==> src/rtl/ps2_host_tx.sv <==
// PS/2 host-to-device transmitter: inhibit, request-to-send, shift a command byte out on the
// device's clock, then check the device ACK. Drives open-drain enables (1 = pull line low).
module ps2_host_tx #(
  parameter int INHIBIT_CYCLES = 5000,
  parameter int TIMEOUT_CYCLES = 750000
) (
  input  logic       CLK,
  input  logic       reset,
  input  logic       PS2_CLK,
  input  logic       PS2_DATA,
  input  logic [7:0] tx_data,
  input  logic       tx_valid,
  output logic       tx_ready,
  output logic       ps2_clk_drive_low,
  output logic       ps2_data_drive_low,
  output logic       busy,
  output logic       tx_done,
  output logic       tx_error
);
  localparam int INH_W = $clog2(INHIBIT_CYCLES + 1);
  localparam int TO_W  = $clog2(TIMEOUT_CYCLES + 1);
  // The RTS cycle is the last cycle of the clock hold, so INHIBIT itself lasts one cycle less.
  localparam logic [INH_W-1:0] INH_LAST = INH_W'(INHIBIT_CYCLES - 2);
  localparam logic [TO_W-1:0]  TO_LAST  = TO_W'(TIMEOUT_CYCLES - 1);

  typedef enum logic [2:0] {IDLE, INHIBIT, RTS, SHIFT, ACK, RELEASE} state_t;

  state_t            state_reg;
  logic [1:0]        pin_raw;
  logic [1:0]        sync_reg [2];
  logic              clk_prev_reg;
  logic              clk_s, data_s, fe, active, timed_out;
  logic [9:0]        shift_reg;
  logic [3:0]        bitcnt_reg;
  logic [INH_W-1:0]  inh_cnt_reg;
  logic [TO_W-1:0]   to_cnt_reg;

  assign pin_raw = {PS2_DATA, PS2_CLK};

  generate
    for (genvar gi = 0; gi < 2; gi++) begin : g_sync
      always_ff @(posedge CLK) begin
        if (reset) sync_reg[gi] <= 2'b11;
        else       sync_reg[gi] <= {sync_reg[gi][0], pin_raw[gi]};
      end
    end
  endgenerate

  always_ff @(posedge CLK) begin
    if (reset) clk_prev_reg <= 1'b1;
    else       clk_prev_reg <= clk_s;
  end

  assign clk_s     = sync_reg[0][1];
  assign data_s    = sync_reg[1][1];
  assign fe        = clk_prev_reg & ~clk_s;
  assign active    = (state_reg == RTS) || (state_reg == SHIFT) ||
                     (state_reg == ACK) || (state_reg == RELEASE);
  assign timed_out = active && (to_cnt_reg == TO_LAST);

  always_ff @(posedge CLK) begin
    if (reset) begin
      state_reg          <= IDLE;
      tx_ready           <= 1'b1;
      busy               <= 1'b0;
      ps2_clk_drive_low  <= 1'b0;
      ps2_data_drive_low <= 1'b0;
      tx_done            <= 1'b0;
      tx_error           <= 1'b0;
      shift_reg          <= '0;
      bitcnt_reg         <= '0;
      inh_cnt_reg        <= '0;
      to_cnt_reg         <= '0;
    end else begin
      tx_done  <= 1'b0;
      tx_error <= 1'b0;
      if (active) to_cnt_reg <= to_cnt_reg + TO_W'(1);

      if (timed_out) begin
        state_reg          <= IDLE;
        tx_ready           <= 1'b1;
        busy               <= 1'b0;
        ps2_clk_drive_low  <= 1'b0;
        ps2_data_drive_low <= 1'b0;
        tx_error           <= 1'b1;
      end else begin
        case (state_reg)
          IDLE: begin
            if (tx_valid) begin
              shift_reg         <= {1'b1, ~^tx_data, tx_data};
              bitcnt_reg        <= '0;
              inh_cnt_reg       <= '0;
              ps2_clk_drive_low <= 1'b1;
              tx_ready          <= 1'b0;
              busy              <= 1'b1;
              state_reg         <= INHIBIT;
            end
          end
          INHIBIT: begin
            if (inh_cnt_reg == INH_LAST) begin
              ps2_data_drive_low <= 1'b1;
              to_cnt_reg         <= '0;
              state_reg          <= RTS;
            end else begin
              inh_cnt_reg <= inh_cnt_reg + INH_W'(1);
            end
          end
          RTS: begin
            ps2_clk_drive_low <= 1'b0;
            state_reg         <= SHIFT;
          end
          SHIFT: begin
            // Shifting ones in behind the stop bit keeps the line released once it is sent.
            if (fe) begin
              ps2_data_drive_low <= ~shift_reg[0];
              shift_reg          <= {1'b1, shift_reg[9:1]};
              bitcnt_reg         <= bitcnt_reg + 4'd1;
              if (bitcnt_reg == 4'd9) state_reg <= ACK;
            end
          end
          ACK: begin
            if (fe) begin
              if (!data_s) begin
                state_reg <= RELEASE;
              end else begin
                tx_error  <= 1'b1;
                tx_ready  <= 1'b1;
                busy      <= 1'b0;
                state_reg <= IDLE;
              end
            end
          end
          RELEASE: begin
            if (clk_s && data_s) begin
              tx_done   <= 1'b1;
              tx_ready  <= 1'b1;
              busy      <= 1'b0;
              state_reg <= IDLE;
            end
          end
          default: state_reg <= IDLE;
        endcase
      end
    end
  end
endmodule

==> config.mk <==
export PLATFORM = sky130hd
export DESIGN_NAME = ps2_host_tx
export DESIGN_NICKNAME = d
export VERILOG_FILES = /design/src/rtl/ps2_host_tx.sv
export SDC_FILE = /design/constraint.sdc
export NUM_CORES = 1
export LEC_CHECK = 0
export ABC_AREA = 1
export BUFFER_PORTS_ARGS = -buffer_cell sky130_fd_sc_hd__buf_2
export CAP_MARGIN = 20
export CORE_ASPECT_RATIO = 1.75
export CORE_UTILIZATION = 61
export CTS_CLUSTER_DIAMETER = 100
export DETAILED_ROUTE_END_ITERATION = 8
export MAX_ROUTING_LAYER = met4
export PLACE_DENSITY = 0.84
export SLEW_MARGIN = 20
export SYNTH_ARGS = -nofsm -noshare
export SYNTH_HDL_FRONTEND = slang
export SYNTH_SLANG_ARGS = --single-unit
export TNS_END_PERCENT = 100
==> constraint.sdc <==
create_clock -name CLK -period 1.8 [get_ports CLK]
set_input_delay 0.18 -clock CLK [delete_from_list [all_inputs] [get_ports CLK]]
set_output_delay 0.18 -clock CLK [all_outputs]
set_load 0.01 [all_outputs]
==> results of run 1 <==
[layout make-up]
| type | instances | area [µm²] | share of cell area [%] |
|---|---|---|---|
| inverters | 64 | 240.2 | 6.078 |
| clock inverters | 7 | 73.82 | 1.868 |
| flip-flops and latches | 61 | 1224 | 30.96 |
| repair buffers | 39 | 252.7 | 6.394 |
| multi-input cells | 402 | 1943 | 49.16 |
| well taps | 76 | 95.09 | 2.406 |
| clock buffers | 9 | 123.9 | 3.134 |
[logic make-up after synthesis]
family | after synthesis
fa+ha+maj | 5
compound gates | 50
flops | 61
xor+xnor | 18
simple gates | 329
buf+inv | 77
[tightest hold or removal path, cell delays in order]
cell and delay, ns:
buf_2 0.11, nand2_1 0.05, o21ai_0 0.06, nor2_1 0.05, nor2_1 0.08
[cells in the mapped netlist, types with 4 or more instances]
| cell type | number | area (µm²) |
|---|---|---|
| ha_1 | 5 | 62.56 |
| xor2_1 | 11 | 96.34 |
| xnor2_1 | 7 | 61.31 |
| a21oi_1 | 37 | 185.2 |
| nand3_1 | 45 | 225.2 |
| nor2_1 | 75 | 281.5 |
| nor3_1 | 9 | 45.04 |
| buf_2 | 4 | 20.02 |
| inv_1 | 56 | 210.2 |
| dfxtp_1 | 61 | 1221 |
| inv_2 | 7 | 26.28 |
| nand4_1 | 7 | 43.79 |
| nand2_1 | 171 | 641.9 |
| or2_2 | 6 | 37.54 |
| o21ai_0 | 9 | 45.04 |
[layer usage]
layer  vias up  GRT usage, %  part of all wire, %
met5         -             -                    0
li1       1770             -                    -
met4         0         22.89                  5.2
met3        43         7.791                  3.4
met1      1591         27.72                   37
met2        96         57.08                   54
[through the flow]
step	power, mW	hold WS (ns)	utilization, %	cell area, µm²
6_report	4.437	0.2136	71.34	3953
3_3_place_gp	3.136	0.3645	66.85	3704
4_1_cts	4.430	0.2081	70.87	3926
2_1_floorplan	2.864	0.2838	-	3463
5_1_grt	4.763	0.2131	71.34	3953
3_5_place_dp	3.191	0.3636	66.85	3704
[where the power goes]
part | internal (mW) | leakage, nW | switching (mW) | total, mW
clock network | 0.645 | 0.100 | 0.589 | 1.23
logic | 0.529 | 1.13 | 1.00 | 1.53
registers | 1.54 | 0.497 | 0.127 | 1.67
total | 2.72 | 1.73 | 1.72 | 4.44
[how the worst max path moves through the flow]
stage	endpoint	slack, ns	depth (start not counted)
floorplan	inh_cnt_reg[7]	0.24	11
global placement	to_cnt_reg[14]	0.004	8
detailed placement	to_cnt_reg[14]	-0.02	8
CTS	to_cnt_reg[14]	0.07	8
global route	bitcnt_reg[3]	0.003	9
finish	shift_reg[2]	0.15	11
[repair_timing]
action / 4_1_cts / 5_1_grt
endpoints found under the setup margin: 2 / 25
gates resized for setup: 1 / 7
hold buffers: 2 / 0
cloned: 0 / 0
hold endpoints to repair: 2 / 0
==> flow_summary.yaml, run 1 <==
detailed_routing:
  drc: 0
  drt_pass1_iterations: 5
  drt_iter0_markers: 120
  via_per_inst: 5.319
  wl_per_cell_um: 12.64
  wirelength_mm: 8.315
  final_antenna_net_count: 0
  vias: 3500
synthesis:
  synth_xor_xnor_area_share_pct: 4.552
  synth-compound-area-share_pct: 7.514
  synth_nets: 558
  syn_inst: 540
  synthMuxAreaShare_pct: 0
  synth.ff_latch_count: 61
  ys_seq_area_share_pct: 35.26
  synth_top_family_by_area: "simple AND/OR/NAND/NOR gates"
  synthSimpleGateAreaFrac_pct: 41.40
  synth-main-ff-cell: "dfxtp_1"
  synth_area_um2: 3463
  async_reset_ff_share_pct: 0
  synthAdderAreaFrac_pct: 1.806
  synthDistinctLibCells: 32
  synth_warnings: 0
  synth_edf_count: 0
  postSynthAreaPerCell_um2: 6.414
grt:
  antenna_found_initial: 0
  grt.total_usage_pct: 31.83
  grt_first_pass_wirelength_mm: 13.96
  grt_max_degree: 23
  grt_pass1_vias: 3401
  grt_overflow: 0
critical_path:
  arrival_ns: 1.90
  crit_start: "to_cnt_reg[19]"
  crit_type: "reg -> reg"
  r2r_start: "to_cnt_reg[19]"
  cp-end-kind: "register"
  worstSetupStartpointType: "register"
  rr_endpoint: "shift_reg[2]"
  max_stage_delay_ns: 0.37
  reg2reg_setup_slack_ns: 0.15
  path_buf_inv: 1
  crit_slowest_cell: "dfxtp_1"
  critPathTopFamily: "simple AND/OR/NAND/NOR gates"
  required_ns: 2.05
  r2r_cells: 11
  crit_chain: "inv_1, nor2_1, nand2_1, nor2_1, nand2_1, nor2_1, nor2_4, nand2_4, nand2_1, nand2_1, nor2_1"
  cp_max_fo: 20
layout:
  drive_above_1_share_pct: 14.09
  final_nets: 595
  largest_reg_flops: 20
  n_fill_cell: 469
  final_common_cell: "nand2_1"
  instances_no_fill: 658
  area_growth_pct: 14.13
  final_cell_mix: "170 x nand2_1, 74 x nor2_1, 59 x dfxtp_1"
  n_antenna_cell: 0
clocking:
  clock_path_buffers: 2
  cts_tree: "yes"
  cts.sinks: 61
  clkTransAtPathRegs_ns: 0.07
  clk_latency_ns: 0.36
  cts_buffers: 9
  clock-root-buffer: "clkbuf_8"
  cts_setup_buffers: 0
  cts_max_level: 3
job:
  drv_cap: 0
sta:
  finalSetupTns_ns: 0
  min_period_over_period_pct: 91.59
  hold_viol: 0
  worst_pin_slew_ns: 0.2829
  slew_headroom_pct: 81.04
  slew_violations: 0
  setup_violations: 0
  rsz0062_at_grt: "false"
  finalWorstSetupSlack_ns: 0.1514
  fin_skew_ns: 0.006394
  timing.fmax_mhz: 606.6
  fin_crit_ns: 1.649
placement:
  numPortBuffers: 18
  place_ws_ns: -0.02261
  routabilityCongestion: 0.9837
  dpl.hpwl_mm: 6.276
  dp_cells: 640
min_path:
  min_to: "shift_reg[1]"
  hold_depth: 5
  hold_class: "in -> reg"
  min_from: "tx_data[1]"
die:
  num_rows: 36
  io_pins: 19
  dieArea_um2: 5995
  initial_core_util_pct: 62.51
  core_um2: 5540
  die_y_um: 101.7
  die_w_um: 58.96
power_and_ir_drop:
  power_per_cell_area_nw_per_um2: 1123
  peakVddDrop_uv: 833.6
  p_leak_nw: 1.728
status:
  status: "finished clean"
No activity file was read; power rests on OpenSTA's default activity.
==> inputs of run 2 (changes only) <==
--- a/config.mk
+++ b/config.mk
@@ -14,6 +14,7 @@
 export DETAILED_ROUTE_END_ITERATION = 8
 export MAX_ROUTING_LAYER = met4
 export PLACE_DENSITY = 0.84
+export REMOVE_ABC_BUFFERS = 1
 export SLEW_MARGIN = 20
 export SYNTH_ARGS = -nofsm -noshare
 export SYNTH_HDL_FRONTEND = slang
==> flow_summary.yaml, run 2 (synthesized netlist as in run 1, its figures left out) <==
status:
  status: "complete, but fails checks"
  failed_checks: "DRC"
clocking:
  clkTransAtPathRegs_ns: 0.06
  clk_latency_ns: 0.35
  clock_path_buffers: 2
  cts_buffers: 9
  cts_tree: "yes"
  ctsHoldBuffers: 0
  cts_setup_buffers: 0
  cts_max_level: 3
  cts.sinks: 61
  clock-root-buffer: "clkbuf_8"
  cts_resized: 0
placement:
  routabilityCongestion: 0.9326
  place_ws_ns: 0.03569
  numPortBuffers: 18
  dpl.hpwl_mm: 5.937
layout:
  multi_input_area_um2: 1934
  drive_above_1_share_pct: 12.89
  n_antenna_cell: 0
  fin_util_pct: 69.47
  final_nets: 588
  area_growth_pct: 11.13
  final_cell_mix: "171 x nand2_1, 74 x nor2_1, 58 x dfxtp_1"
  seq_area_um2: 1225
  largest_reg_flops: 20
  n_fill_cell: 524
  final_common_cell: "nand2_1"
critical_path:
  critPathTopFamily: "simple AND/OR/NAND/NOR gates"
  reg2reg_setup_slack_ns: 0.13
  cp_max_fo: 8
  cp-end-kind: "register"
  max_stage_delay_ns: 0.41
  arrival_ns: 1.89
  r2r_start: "inh_cnt_reg[1]"
  r2r_cells: 9
  required_ns: 2.02
  crit_type: "reg -> reg"
  rr_endpoint: "inh_cnt_reg[7]"
  worstSetupStartpointType: "register"
  crit_slowest_cell: "dfxtp_1"
  crit_chain: "ha_1, nand2_1, nor2_1, nand3_1, nand2_1, nand2_2, buf_4, nand3_1, a21oi_1"
  path_buf_inv: 1
die:
  die_w_um: 58.96
  die_y_um: 101.7
  core_um2: 5540
  initial_core_util_pct: 62.51
  io_pins: 19
  dieArea_um2: 5995
  num_rows: 36
sta:
  hold_slack_ns: 0.01853
  hold_viol: 0
  fin_skew_ns: 0.01147
  worst_pin_slew_ns: 0.2628
  min_period_over_period_pct: 92.77
  timing.fmax_mhz: 598.8
  finalSetupTns_ns: 0
  setup_violations: 0
  rsz0062_at_grt: "false"
  fin_crit_ns: 1.670
  slew_violations: 0
  slew_headroom_pct: 82.35
  finalWorstSetupSlack_ns: 0.1301
grt:
  grt_overflow: 0
  grt_first_pass_wirelength_mm: 12.95
  grt_pass1_vias: 3100
  grt.total_usage_pct: 29.64
  antenna_found_initial: 0
  grt_max_degree: 23
detailed_routing:
  vias: 3368
  drc: 1
  drt_iter0_markers: 164
  final_antenna_net_count: 0
  wirelength_mm: 7.760
  via_per_inst: 5.182
  drt_pass1_iterations: 6
  wl_per_cell_um: 11.94
power_and_ir_drop:
  peakVddDrop_uv: 919.6
  power_per_cell_area_nw_per_um2: 1094
  p_leak_nw: 1.659
min_path:
  hold_class: "in -> reg"
  hold_depth: 2
  min_from: "PS2_CLK"
  min_to: "sync_reg[0][0]"
job:
  drv_cap: 0
-- run 2: changes by cell type in the layout (fill, tap and decap cells not counted), sizes merged --
cell / change
clkinvlp: -1
clkbuf: +4
bufinv: -1
inv: -2
dlygate4sd3: -2
buf: -5
clkinv: -1
-- run 2: how the worst max path moves through the flow --
stage	start	end	slack, ns	depth (start not counted)
5_1_grt	state_reg[2]	inh_cnt_reg[2]	0.006	9
4_1_cts	state_reg[2]	shift_reg[3]	0.01	9
3_5_place_dp	state_reg[2]	shift_reg[3]	0.04	9
3_3_place_gp	state_reg[2]	shift_reg[4]	0.12	9
2_1_floorplan	state_reg[2]	shift_reg[8]	0.09	9
6_report	inh_cnt_reg[1]	inh_cnt_reg[7]	0.13	9
-- run 2: per-stage QoR --
stage,std cells,power [mW],instance area (µm²)
finish,650,4.212,3849
global route,650,4.495,3849
CTS,650,4.209,3825
detailed placement,635,3.177,3666
global placement,635,3.123,3666
floorplan,527,2.719,3376
-- run 2: where the power goes --
part,switching (mW),leakage [nW],internal [mW],total [mW]
logic,0.997,1.08,0.503,1.50
clock network,0.502,0.0833,0.526,1.03
registers,0.137,0.498,1.55,1.68
total,1.64,1.66,2.58,4.21
-- run 2: cell type report --
class	instances	share of cell area, %
Clock buffer	13	3.869
Clock inverter	2	0.2601
Inverter	64	6.242
Multi-Input combinational cell	402	50.26
Sequential cell	61	31.83
Tap cell	76	2.471
Timing Repair Buffer	32	5.072
-- run 2: routing by layer --
metal  track usage [%]  share of wire (%)  up-vias
li1                  -                  -     1755
met1             28.38                 37     1508
met2             51.57                 54       78
met3             4.853                3.4       27
met4             22.16                5.0        0
met5                 -                  0        -
==> inputs of run 3 (changes only) <==
--- a/config.mk
+++ b/config.mk
@@ -8,13 +8,14 @@
 export ABC_AREA = 1
 export BUFFER_PORTS_ARGS = -buffer_cell sky130_fd_sc_hd__buf_2
 export CAP_MARGIN = 20
-export CORE_ASPECT_RATIO = 1.75
+export CORE_ASPECT_RATIO = 0.6
 export CORE_UTILIZATION = 61
 export CTS_CLUSTER_DIAMETER = 100
 export DETAILED_ROUTE_END_ITERATION = 8
 export MAX_ROUTING_LAYER = met4
 export PLACE_DENSITY = 0.84
 export REMOVE_ABC_BUFFERS = 1
+export SETUP_SLACK_MARGIN = 0.02
 export SLEW_MARGIN = 20
 export SYNTH_ARGS = -nofsm -noshare
 export SYNTH_HDL_FRONTEND = slang
==> flow_summary.yaml, run 3 (synthesized netlist as in run 1, its figures left out) <==
critical_path:
  arrival_ns: 1.95
  crit_chain: "ha_1, nand3_1, inv_1, nand2_2, inv_2, nand2_1, nand2_1, inv_1, nand2_1, nor2_1"
  cp_common_cell: "nand2_1"
  cp-end-kind: "register"
  r2r_cells: 10
  required_ns: 2.05
  worstSetupStartpointType: "register"
  crit_type: "reg -> reg"
  crit_start: "to_cnt_reg[0]"
  r2r_start: "to_cnt_reg[0]"
  crit_slowest_cell: "dfxtp_1"
  max_stage_delay_ns: 0.37
  reg2reg_setup_slack_ns: 0.10
  rr_endpoint: "state_reg[1]"
  cp_max_fo: 6
  critPathCapture: "state_reg[1]"
clocking:
  clock-root-buffer: "clkbuf_8"
  clk_latency_ns: 0.35
  cts_tree: "yes"
  clkTransAtPathRegs_ns: 0.08
  cts_buffers: 9
  ctsHoldBuffers: 0
  clock_path_buffers: 2
  cts_max_level: 3
  cts.sinks: 61
sta:
  hold_slack_ns: 0.007462
  min_period_over_period_pct: 94.34
  timing.fmax_mhz: 588.9
  slew_violations: 0
  fin_crit_ns: 1.698
  setup_violations: 0
  finalWorstSetupSlack_ns: 0.1018
  slew_headroom_pct: 75.10
  finalSetupTns_ns: 0
  hold_viol: 0
  fin_skew_ns: 0.01040
  worst_pin_slew_ns: 0.3712
  rsz0062_at_grt: "true"
layout:
  final_nets: 591
  area_growth_pct: 14.56
  largest_reg_flops: 20
  drive_above_1_share_pct: 14.19
  multi_input_area_um2: 1953
  final_common_cell: "nand2_1"
  instances_no_fill: 644
  seq_area_um2: 1225
  final_cell_mix: "171 x nand2_1, 72 x nor2_1, 58 x dfxtp_1"
  n_fill_cell: 414
  n_antenna_cell: 0
grt:
  grt_max_degree: 23
  grt_pass1_vias: 3162
  grt.total_usage_pct: 31.80
  grt_busiest_layer: "met2"
  met1_usage_pct: 42.27
  grt_overflow: 0
  grtUsageMet3_pct: 7.604
  antenna_found_initial: 0
  grt_first_pass_wirelength_mm: 14.22
  use_met2_pct: 48.41
placement:
  dp_cells: 626
  numPortBuffers: 18
  dpl.hpwl_mm: 6.243
  place_ws_ns: 0.06749
  routabilityCongestion: 0.9300
power_and_ir_drop:
  peakVddDrop_uv: 842.3
  p_leak_nw: 1.718
  p_clk_share_pct: 29.1
  netSwitchingPower_mw: 1.783
  seqPwrFrac_pct: 35.6
  pwr-share-comb_pct: 35.3
  swShare_pct: 37.69
  intPower_mw: 2.947
  power_per_cell_area_nw_per_um2: 1192
detailed_routing:
  drc: 0
  via_per_inst: 5.480
  drt_pass1_iterations: 5
  wirelength_mm: 8.629
  vias: 3529
  wl_per_cell_um: 13.40
  final_antenna_net_count: 0
  drt_iter0_markers: 275
die:
  num_rows: 20
  die_y_um: 60.37
  core_um2: 5255
  die_w_um: 99.28
  io_pins: 19
  initial_core_util_pct: 65.90
  dieArea_um2: 5993
job:
  drv_cap: 0
status:
  status: "finished clean"
min_path:
  hold_class: "in -> reg"
run 3: cell count changes in the layout (fill, tap and decap cells not counted), moves of 2 or more:
cell | before | now
bufinv_16 | 0 | 2
clkbuf_1 | 3 | 0
buf_12 | 0 | 2
nor2_1 | 74 | 72
run 3: worst max-delay path: cells and delay by family (launching register included):
kind | cells | cell delay, ns
flip-flops | 1 | 0.37
AND/OR/NAND/NOR | 6 | 0.74
buffers and inverters | 3 | 0.28
adder cells (fa/ha/maj) | 1 | 0.20
run 3: worst min path at each step:
stage,start,end,slack (ns),cells past startpoint
floorplan,reset,bitcnt_reg[2],0.25,1
global placement,PS2_DATA,sync_reg[1][0],0.37,2
detailed placement,PS2_DATA,sync_reg[1][0],0.37,2
CTS,PS2_CLK,sync_reg[0][0],0.005,2
global route,PS2_CLK,sync_reg[0][0],0.01,2
finish,PS2_CLK,sync_reg[0][0],0.007,2
run 3: cell type report:
class                           count  share of cell area [%]
Inverter                           64                   6.055
Timing Repair Buffer               35                   6.118
Multi-Input combinational cell    402                   49.23
Clock inverter                      6                   2.176
Clock buffer                       10                   3.469
Sequential cell                    61                   30.87
Tap cell                           66                   2.081
run 3: metrics by stage:
step | util, % | instance area, µm² | power (mW)
after detailed placement | 70.14 | 3686 | 3.271
final | 75.50 | 3968 | 4.730
after global placement | 70.14 | 3686 | 3.211
after global routing | 75.50 | 3968 | 5.016
after CTS | 74.40 | 3910 | 4.654
after floorplan | - | 3376 | 2.719
run 3: power groups by stage:
| stage | logic (mW) | registers, mW | clock network (mW) |
|---|---|---|---|
| final | 1.67 | 1.69 | 1.38 |
| after global routing | 1.86 | 1.71 | 1.45 |
| after CTS | 1.59 | 1.68 | 1.39 |
| after detailed placement | 1.56 | 1.71 | 0 |
| after global placement | 1.51 | 1.70 | 0 |
| after floorplan | 1.03 | 1.69 | 0 |
run 3: repair_timing:
| item | CTS | global route |
|---|---|---|
| buffers inserted | 0 | 2 |
| gates resized for setup | 0 | 11 |
| endpoints found under the setup margin | 0 | 34 |
run 3: routing by layer:
metal	part of all wire (%)	up-vias
li1	-	1758
met1	47	1618
met2	43	135
met3	8.8	18
met4	1.4	0
met5	0	-
